`src/rtl/syst_feeder_pkg.sv`:
```
// Shared types and helpers for the systolic-array input feeder.
package syst_feeder_pkg;

    typedef enum logic [1:0] {
        IDLE   = 2'd0,
        STREAM = 2'd1,
        DRAIN  = 2'd2
    } state_t;

    // Bit offset of lane r inside a packed word of w-bit lanes.
    function automatic int unsigned lane_lsb(input int unsigned r, input int unsigned w);
        return r * w;
    endfunction

endpackage

```
`src/rtl/syst_skew_lane.sv`:
```
// One lane of the de-skew pipeline: DEPTH enabled delay stages plus an output register.
module syst_skew_lane #(
    parameter int unsigned DEPTH   = 0,
    parameter int unsigned X_WIDTH = 8
) (
    input  logic               clk_i,
    input  logic               rst_ni,
    input  logic               en_i,
    input  logic [X_WIDTH-1:0] data_i,
    input  logic               valid_i,
    output logic [X_WIDTH-1:0] data_o,
    output logic               valid_o
);

    logic [X_WIDTH-1:0] tail_data;
    logic               tail_valid;
    logic [X_WIDTH-1:0] out_data_q;
    logic               out_valid_q;

    if (DEPTH > 0) begin : g_dly
        logic [X_WIDTH-1:0] dat_q [DEPTH];
        logic [DEPTH-1:0]   vld_q;

        always_ff @(posedge clk_i or negedge rst_ni) begin
            if (!rst_ni) begin
                for (int unsigned i = 0; i < DEPTH; i++) dat_q[i] <= '0;
                vld_q <= '0;
            end else if (en_i) begin
                dat_q[0] <= data_i;
                vld_q[0] <= valid_i;
                for (int unsigned i = 1; i < DEPTH; i++) begin
                    dat_q[i] <= dat_q[i-1];
                    vld_q[i] <= vld_q[i-1];
                end
            end
        end

        assign tail_data  = dat_q[DEPTH-1];
        assign tail_valid = vld_q[DEPTH-1];
    end else begin : g_nodly
        assign tail_data  = data_i;
        assign tail_valid = valid_i;
    end

    // Valid drops on bubbles but data holds, so the array sees an aligned stall.
    always_ff @(posedge clk_i or negedge rst_ni) begin
        if (!rst_ni) begin
            out_data_q  <= '0;
            out_valid_q <= 1'b0;
        end else if (en_i) begin
            out_data_q  <= tail_valid ? tail_data : '0;
            out_valid_q <= tail_valid;
        end else begin
            out_valid_q <= 1'b0;
        end
    end

    assign data_o  = out_data_q;
    assign valid_o = out_valid_q;

endmodule

```
`src/rtl/syst_feeder.sv`:
```
// Streams a tile of words into the systolic array as a diagonal wavefront, then drains the skew.
module syst_feeder
    import syst_feeder_pkg::*;
#(
    parameter int WORD     = 32,
    parameter int X_WIDTH  = 8,
    parameter int col      = 4,
    parameter int TILE_LEN = 16,
    parameter int CNT_W    = 5
) (
    input  logic            clk_i,
    input  logic            rst_ni,
    input  logic            start_i,
    input  logic [WORD-1:0] s_data_i,
    input  logic            s_valid_i,
    output logic            s_ready_o,
    output logic [WORD-1:0] data_o,
    output logic            valid_o,
    output logic [col-1:0]  valid_raw_o,
    output logic            busy_o,
    output logic            done_o
);

    localparam logic [CNT_W-1:0] LAST_WORD  = CNT_W'(TILE_LEN - 1);
    localparam logic [CNT_W-1:0] LAST_DRAIN = CNT_W'((col > 1) ? col - 2 : 0);

    state_t           state_q;
    logic [CNT_W-1:0] wcnt_q;
    logic [CNT_W-1:0] dcnt_q;
    logic             done_q;
    logic             accept;
    logic             advance;

    assign s_ready_o = (state_q == STREAM);
    assign accept    = s_valid_i & s_ready_o;
    assign advance   = accept | (state_q == DRAIN);
    assign busy_o    = (state_q != IDLE);
    assign done_o    = done_q;

    always_ff @(posedge clk_i or negedge rst_ni) begin
        if (!rst_ni) begin
            state_q <= IDLE;
            wcnt_q  <= '0;
            dcnt_q  <= '0;
            done_q  <= 1'b0;
        end else begin
            done_q <= 1'b0;
            unique case (state_q)
                IDLE: begin
                    if (start_i) begin
                        state_q <= STREAM;
                        wcnt_q  <= '0;
                    end
                end
                STREAM: begin
                    if (accept) begin
                        if (wcnt_q == LAST_WORD) begin
                            wcnt_q <= '0;
                            dcnt_q <= '0;
                            // A single lane has no skew to drain.
                            if (col == 1) begin
                                state_q <= IDLE;
                                done_q  <= 1'b1;
                            end else begin
                                state_q <= DRAIN;
                            end
                        end else begin
                            wcnt_q <= wcnt_q + CNT_W'(1);
                        end
                    end
                end
                DRAIN: begin
                    if (dcnt_q == LAST_DRAIN) begin
                        state_q <= IDLE;
                        dcnt_q  <= '0;
                        done_q  <= 1'b1;
                    end else begin
                        dcnt_q <= dcnt_q + CNT_W'(1);
                    end
                end
                default: state_q <= IDLE;
            endcase
        end
    end

    for (genvar r = 0; r < col; r++) begin : g_lane
        localparam int unsigned LSB = lane_lsb(r, X_WIDTH);
        logic [X_WIDTH-1:0] lane_in;

        assign lane_in = accept ? s_data_i[LSB +: X_WIDTH] : '0;

        syst_skew_lane #(
            .DEPTH   (r),
            .X_WIDTH (X_WIDTH)
        ) u_lane (
            .clk_i   (clk_i),
            .rst_ni  (rst_ni),
            .en_i    (advance),
            .data_i  (lane_in),
            .valid_i (accept),
            .data_o  (data_o[LSB +: X_WIDTH]),
            .valid_o (valid_raw_o[r])
        );
    end

    assign valid_o = |valid_raw_o;

endmodule
```
`config.mk`:
```
export PLATFORM = sky130hd
export DESIGN_NAME = syst_feeder
export DESIGN_NICKNAME = d
export VERILOG_FILES = /design/src/rtl/syst_feeder_pkg.sv /design/src/rtl/syst_skew_lane.sv /design/src/rtl/syst_feeder.sv
export SDC_FILE = /design/constraint.sdc
export NUM_CORES = 1
export LEC_CHECK = 0
export ABC_AREA = 1
export CAP_MARGIN = 10
export CORE_UTILIZATION = 57
export CTS_CLUSTER_DIAMETER = 200
export DETAILED_ROUTE_END_ITERATION = 8
export PLACE_DENSITY = 0.95
export RECOVER_POWER = 25
export SYNTH_ARGS = -nofsm -noshare
export SYNTH_HDL_FRONTEND = slang
export SYNTH_HIERARCHICAL = 1
export SYNTH_SLANG_ARGS = --single-unit
```
`constraint.sdc`:
```
create_clock -name clk_i -period 2.8 [get_ports clk_i]
set_input_delay 0.56 -clock clk_i [delete_from_list [all_inputs] [get_ports clk_i]]
set_output_delay 0.56 -clock clk_i [all_outputs]
set_load 0.02 [all_outputs]
```
=== Word-level counts from Yosys, hierarchy flattened ===
Index checks and enable logic that the tools add are counted.
W data, S select, Z words.

* Register bits: 103
* Bits of input ports: 36
* Word-level logic and storage cells: 67

* $add $sub $neg: 2
* Equality and inequality tests: 8
* Multiplexer cells: 26
* Bitwise operators: 2
* Reductions and logical operators: 8

{| class="wikitable"
|+ Operator list
! kind !! number
|-
| $mux W8 || 7
|-
| $mux W5 || 6
|-
| $pmux W5 S2 || 2
|-
| $add A5 B1 Y5 const B || 2
|-
| $mux W2 || 4
|-
| $mux W1 || 6
|-
| $ne A2 B1 Y1 const B || 3
|-
| $pmux W2 S3 || 1
|-
| $reduce_and A3 Y1 || 2
|-
| $reduce_bool A2 Y1 || 3
|-
| $eq A5 B2 Y1 const B || 1
|-
| $eq A5 B4 Y1 const B || 1
|-
| $reduce_and A4 Y1 || 1
|-
| $reduce_or A4 Y1 || 1
|-
| $eq A2 B1 Y1 const B || 1
|-
| $eq A2 B2 Y1 const B || 1
|-
| $logic_not A2 Y1 || 1
|-
| $ne A2 B2 Y1 const B || 1
|-
| $and A1 B1 Y1 || 1
|-
| $or A1 B1 Y1 || 1
|}

=== Depth between registers and ports, before layout ===
* Word-level depth: 4
* Mapped depth: 9
* Depth with buffers taken out: 9

=== Hierarchy ===
Netlist, hierarchy kept.

{| class="wikitable"
|+ By module, submodules not included
! module !! instances !! cells an instance !! area an instance (um^2) !! seq. area each (um^2)
|-
| syst_skew_lane (g_lane[3].u_lane) || 1 || 152 || 1397.6 || 900.9
|-
| syst_skew_lane (g_lane[2].u_lane) || 1 || 114 || 1052.3 || 675.6
|-
| syst_feeder || 1 || 160 || 996.0 || 325.3
|-
| syst_skew_lane (g_lane[1].u_lane) || 1 || 76 || 728.2 || 450.4
|-
| syst_skew_lane (g_lane[0].u_lane) || 1 || 38 || 352.8 || 225.2
|}

=== Worst setup path after synthesis ===
Ideal clock, no wire load.

* Kind: register -> register
* From: register state_q[0]
* To: register g_lane[3].u_lane.out_data_q[4]
* Arrival time: 1503 ps
* Setup slack: 1180 ps
* Cell stages (with the launch flop): 10
* Buffers on the path: 2
* Clock period less this slack: 1620 ps
* Path through: dfrtp_1 -> inv_2 -> nor2_4 -> nand2_4 -> nand2_1 -> buf_6 -> inv_6 -> buf_6 -> nand2_1 -> nand2_1

* Cells in the longest elaborated chain, start to end: 3

{| class="wikitable"
|+ RTL lines
! element !! RTL line !! text
|-
| from (decl) || syst_feeder.sv:27 || <nowiki>state_t state_q;</nowiki>
|-
| from (signal assigned) || syst_feeder.sv:42 || <nowiki>state_q <= IDLE;</nowiki>
|-
| from (signal assigned) || syst_feeder.sv:51 || <nowiki>state_q <= STREAM;</nowiki>
|-
| from (signal assigned) || syst_feeder.sv:62 || <nowiki>state_q <= IDLE;</nowiki>
|-
| $eq A2 B1 Y1 || syst_feeder.sv:34 || <nowiki>assign s_ready_o = (state_q == STREAM);</nowiki>
|-
| net s_ready_o || syst_feeder.sv:16 || <nowiki>output logic s_ready_o,</nowiki>
|-
| $and A1 B1 Y1 || syst_feeder.sv:35 || <nowiki>assign accept = s_valid_i & s_ready_o;</nowiki>
|-
| $or A1 B1 Y1 || syst_feeder.sv:36 || <nowiki>assign advance = accept | (state_q == DRAIN);</nowiki>
|-
| net advance || syst_feeder.sv:32 || <nowiki>logic advance;</nowiki>
|-
| to (signal assigned) || syst_skew_lane.sv:51 || <nowiki>out_data_q <= tail_valid ? tail_data : '0;</nowiki>
|-
| to (decl) || syst_skew_lane.sv:17 || <nowiki>logic [X_WIDTH-1:0] out_data_q;</nowiki>
|}

The timed path passes the listed nets, and every way through them passes these cells.
A chain may end at the register's enable or synchronous reset.

=== Worst setup path after layout ===
* From: register state_q[0]
* To: output port s_ready_o

* Cells in the longest elaborated chain, start to end: 1

{| class="wikitable"
|+ RTL lines
! element !! RTL line
|-
| $eq A2 B1 Y1 || syst_feeder.sv:34
|-
| to (decl) || syst_feeder.sv:16
|}

No other way between the ends.

==> metrics.log <==
[metrics] final clock skew: between 0.01 and 0.015 ns
[metrics] Static Leak: about 3.0 nW
[metrics] outcome: finished, final reports clean
[metrics] core area: 0.007687 mm2
[metrics] Sw Ratio: 0.3766
[metrics] number of iterations in the first detailed-routing pass: 4
[metrics] antenna violations before repair: 0
[metrics] kind of cell adding the most delay to the critical path: buffers and inverters
[metrics] share of post-route cells with drive strength above 1: 0.06362
[metrics] half-perimeter wire length of the detailed placement result: ~6400 um
[metrics] clock input transition at the sequential cells of the worst setup and hold paths: 0.10 ns
[metrics] crit end category: output pin
[metrics] Comb power frac: 0.299
[metrics] maximum clock rate: around 430 MHz
[metrics] dpl ws: ~0.59 ns
[metrics] total number of clock tree sinks: just over 100
[metrics] critical-path cell list: inv_2 > nor2_4 > clkdlybuf4s50_1
[metrics] cell type of the slowest stage on the worst timing path: clkdlybuf4s50_1
[metrics] combined buffer and inverter count along the critical path: 2
[metrics] overall power after layout: roughly 4.5 mW
[metrics] Seq/Total Area, Yosys: 0.5694
[metrics] cell-internal power: 2.834 mW
[metrics] I/O pin cnt: 76
[metrics] total nets after synthesis: between 500 and 600
[metrics] Post-Place Cells: roughly 700
[metrics] via count: 3732
[metrics] WHS: approximately 0.48 ns
[metrics] beginning of the worst register-to-register path: state_q[0]
[metrics] number of hold buffers added after cts: 0
[metrics] total number of nets in the final design: between 600 and 700
[metrics] diode insertion count for antenna repair: 0
[metrics] number of H-tree branching levels: 3
[metrics] fin crit share: 0.8325
[metrics] element type at the critical path start: flop
[metrics] Slew Limit Headroom: 0.08164
[metrics] final antenna-violating net count: 0
[metrics] DRC violation total after the first TritonRoute iteration: approximately 360
[metrics] Routed WL per cell: 13.75 um
[metrics] TNS Setup: 0 ns
[metrics] via count of the first global-routing pass: around 3600
[metrics] Yosys warning total: 6
[metrics] Crit Path Max Fanout: 7
[metrics] full die area: approximately 0.0083 mm2
[metrics] final number of setup-violating endpoints: 0
[metrics] met1 usage: 0.3057
[metrics] Top Usage Layer GRT: met2
[metrics] final count of pins violating max slew: 0
[metrics] Synth Instances: 540
[metrics] Horiz. Die Dim: roughly 91 um
[metrics] met3 capacity usage during global routing: 0.04020
[metrics] category of the most critical setup path: flop to output pin
[metrics] Worst path max stage delay: 0.64 ns
[metrics] Routed Wire Length: 9831 um
[metrics] floorplan die height: about 91 um
[metrics] path category of the worst min-delay check: input pin to async pin
[metrics] # rows: 32
[metrics] I/O Buffers: 75
[metrics] FF+latch count, synth: about 100
[metrics] TritonCTS clock tree: yes
[metrics] gr ovfl total: 0
[metrics] first-pass GRT wire length: between 15000 and 20000 um
[metrics] initial cell density of the core: 0.5889
[metrics] met2 Usage GRT: 0.4438
[metrics] share of total power in the clock network: 0.209
[metrics] postcts setup bufs: 0
[metrics] worst path required time: around 2.2 ns
[metrics] pwr dens: 834.1 mW/mm2
[metrics] post-CTS resize count: 0
[metrics] max_cap viols: 0
[metrics] GR Util All Layers: 0.2527
[metrics] Worst Tran Pin Value: roughly 1.4 ns
[metrics] post-synthesis instance area: between 0.004 and 0.005 mm2
[metrics] sequential fraction of design power: 0.492
[metrics] mean instance size in the synthesized netlist: approximately 8.4 um2
[metrics] clock period minus final worst setup slack: between 2 and 2.5 ns
[metrics] pin count of the biggest net entering global routing: 80
[metrics] launching instance or port of the critical path: state_q[0]
[metrics] Avg Vias per Cell: between 5 and 6
[metrics] Worst IR Drop VDD: 0.4874 mV
[metrics] Final WS setup: between 0.4 and 0.5 ns
[metrics] master cell of the clock root buffer: clkbuf_8
[metrics] Yosys cell types: 25
[metrics] setup repair after global routing missed its margin: false
[metrics] post-layout instance count excluding filler cells: ~720
[metrics] number of buffers created by CTS: 9
[metrics] Max Buffers Root-to-Sink: 2
[metrics] remaining design rule violation count: 0
[metrics] Worst Path Arrival: 1.77 ns
[metrics] Worst-Skew Late Latency: ~0.37 ns
[metrics] area growth from synthesis to layout: 20.40%
[metrics] Fin. Hold Viols: 0
[metrics] final weighted congestion in routability-driven placement: around 0.84
[metrics] NetSw: about 1.7 mW
==> metrics by stage <==
| stage | utilization | area (um2) |
|---|---|---|
| floorplan | - | 4527 |
| global placement | 0.6829 | 5250 |
| detailed placement | 0.6829 | 5250 |
| CTS | 0.7095 | 5454 |
| global route | 0.7090 | 5450 |
| finish | 0.7090 | 5450 |
==> registers in the layout, indices dropped and copies added (netlist names), 2 cells and up <==
| register | cells |
|---|---|
| wcnt_q | 5 |
| g_lane.u_lane/data_o | 32 |
| dcnt_q | 5 |
| state_q | 2 |
| g_lane.u_lane/g_dly.dat_q | 32 |
| g_lane.u_lane/g_dly.vld_q | 6 |
| g_lane.u_lane/valid_o | 4 |
| g_lane.u_lane/tail_data | 16 |
==> cells by family after synthesis <==
logic type	after synthesis	share of synthesized area
flip-flops	103	0.5694
adder cells (fa/ha/maj)	3	0.008293
AO/OA/AOI/OAI	9	0.01078
AND/OR/NAND/NOR	344	0.3087
buffers and inverters	77	0.09508
XOR/XNOR	4	0.007738
==> synth_stat cells, drive strengths merged <==
cell type / number / area [um2]
ha: 3 / 37.54
o21ai: 6 / 33.78
a21oi: 3 / 15.01
inv: 54 / 220.2
nor2: 42 / 172.7
buf: 22 / 196.4
or2: 1 / 6.260
nand3: 41 / 210.2
nand4: 2 / 12.51
nand2: 258 / 995.9
xor2: 4 / 35.03
dfrtp: 103 / 2577
clkbuf: 1 / 13.76
==> path summary, 6_finish.rpt <==
check / endpoint / slack, ns / cells after the start
setup / recovery: s_ready_o / 0.47 / 3
hold / removal: g_lane[3].u_lane/data_o[5] / 0.48 / 1
setup reg to reg: g_lane[3].u_lane/g_dly.dat_q[12] / 0.84 / 6
hold reg to reg: g_lane[3].u_lane/tail_data[7] / 0.48 / 2
max in group asynchronous: dcnt_q[0] / 1.28 / 2
min in group clk_i: g_lane[3].u_lane/tail_data[7] / 0.48 / 2
==> metal layers <==
layer / up-vias / share of wire
met5: - / 0
met4: 0 / 0.026
met3: 27 / 0.045
met2: 134 / 0.53
met1: 1819 / 0.39
li1: 1752 / -
==> final cells by class <==
cell class	count	area, um2
Timing Repair Buffer	80	794.5
Clock buffer	9	123.9
Sequential cell	103	2577
Multi-Input combinational cell	360	1526
Inverter	54	220.2
Clock inverter	7	80.08
Fill cell	544	2237
Tap cell	102	127.6
==> power groups by stage <==
stage	registers [mW]	logic [mW]	clock network, mW
2_1_floorplan	2.23	0.930	0
3_3_place_gp	2.22	1.27	0
3_5_place_dp	2.25	1.34	0
4_1_cts	2.23	1.36	0.957
5_1_grt	2.28	1.50	1.02
6_report	2.24	1.36	0.951
==> worst reg2reg max path: cells and delay by family, from the launching register on <==
| kind | cells | cell delay, ns |
|---|---|---|
| buf+inv | 2 | 0.53 |
| flops | 1 | 0.49 |
| simple gates | 4 | 0.89 |
==> cell usage in the layout, fill, tap and decap left out, drive strengths merged <==
cell	n
nand4	2
clkinvlp	2
clkdlybuf4s50	74
clkbuf	10
or2	1
nor2	42
buf	5
a21oi	3
ha	3
xor2	4
bufinv	1
inv	56
o21ai	6
clkinv	2
dfrtp	103
nand2	258
nand3	41
(Power assumes the default switching activity.)
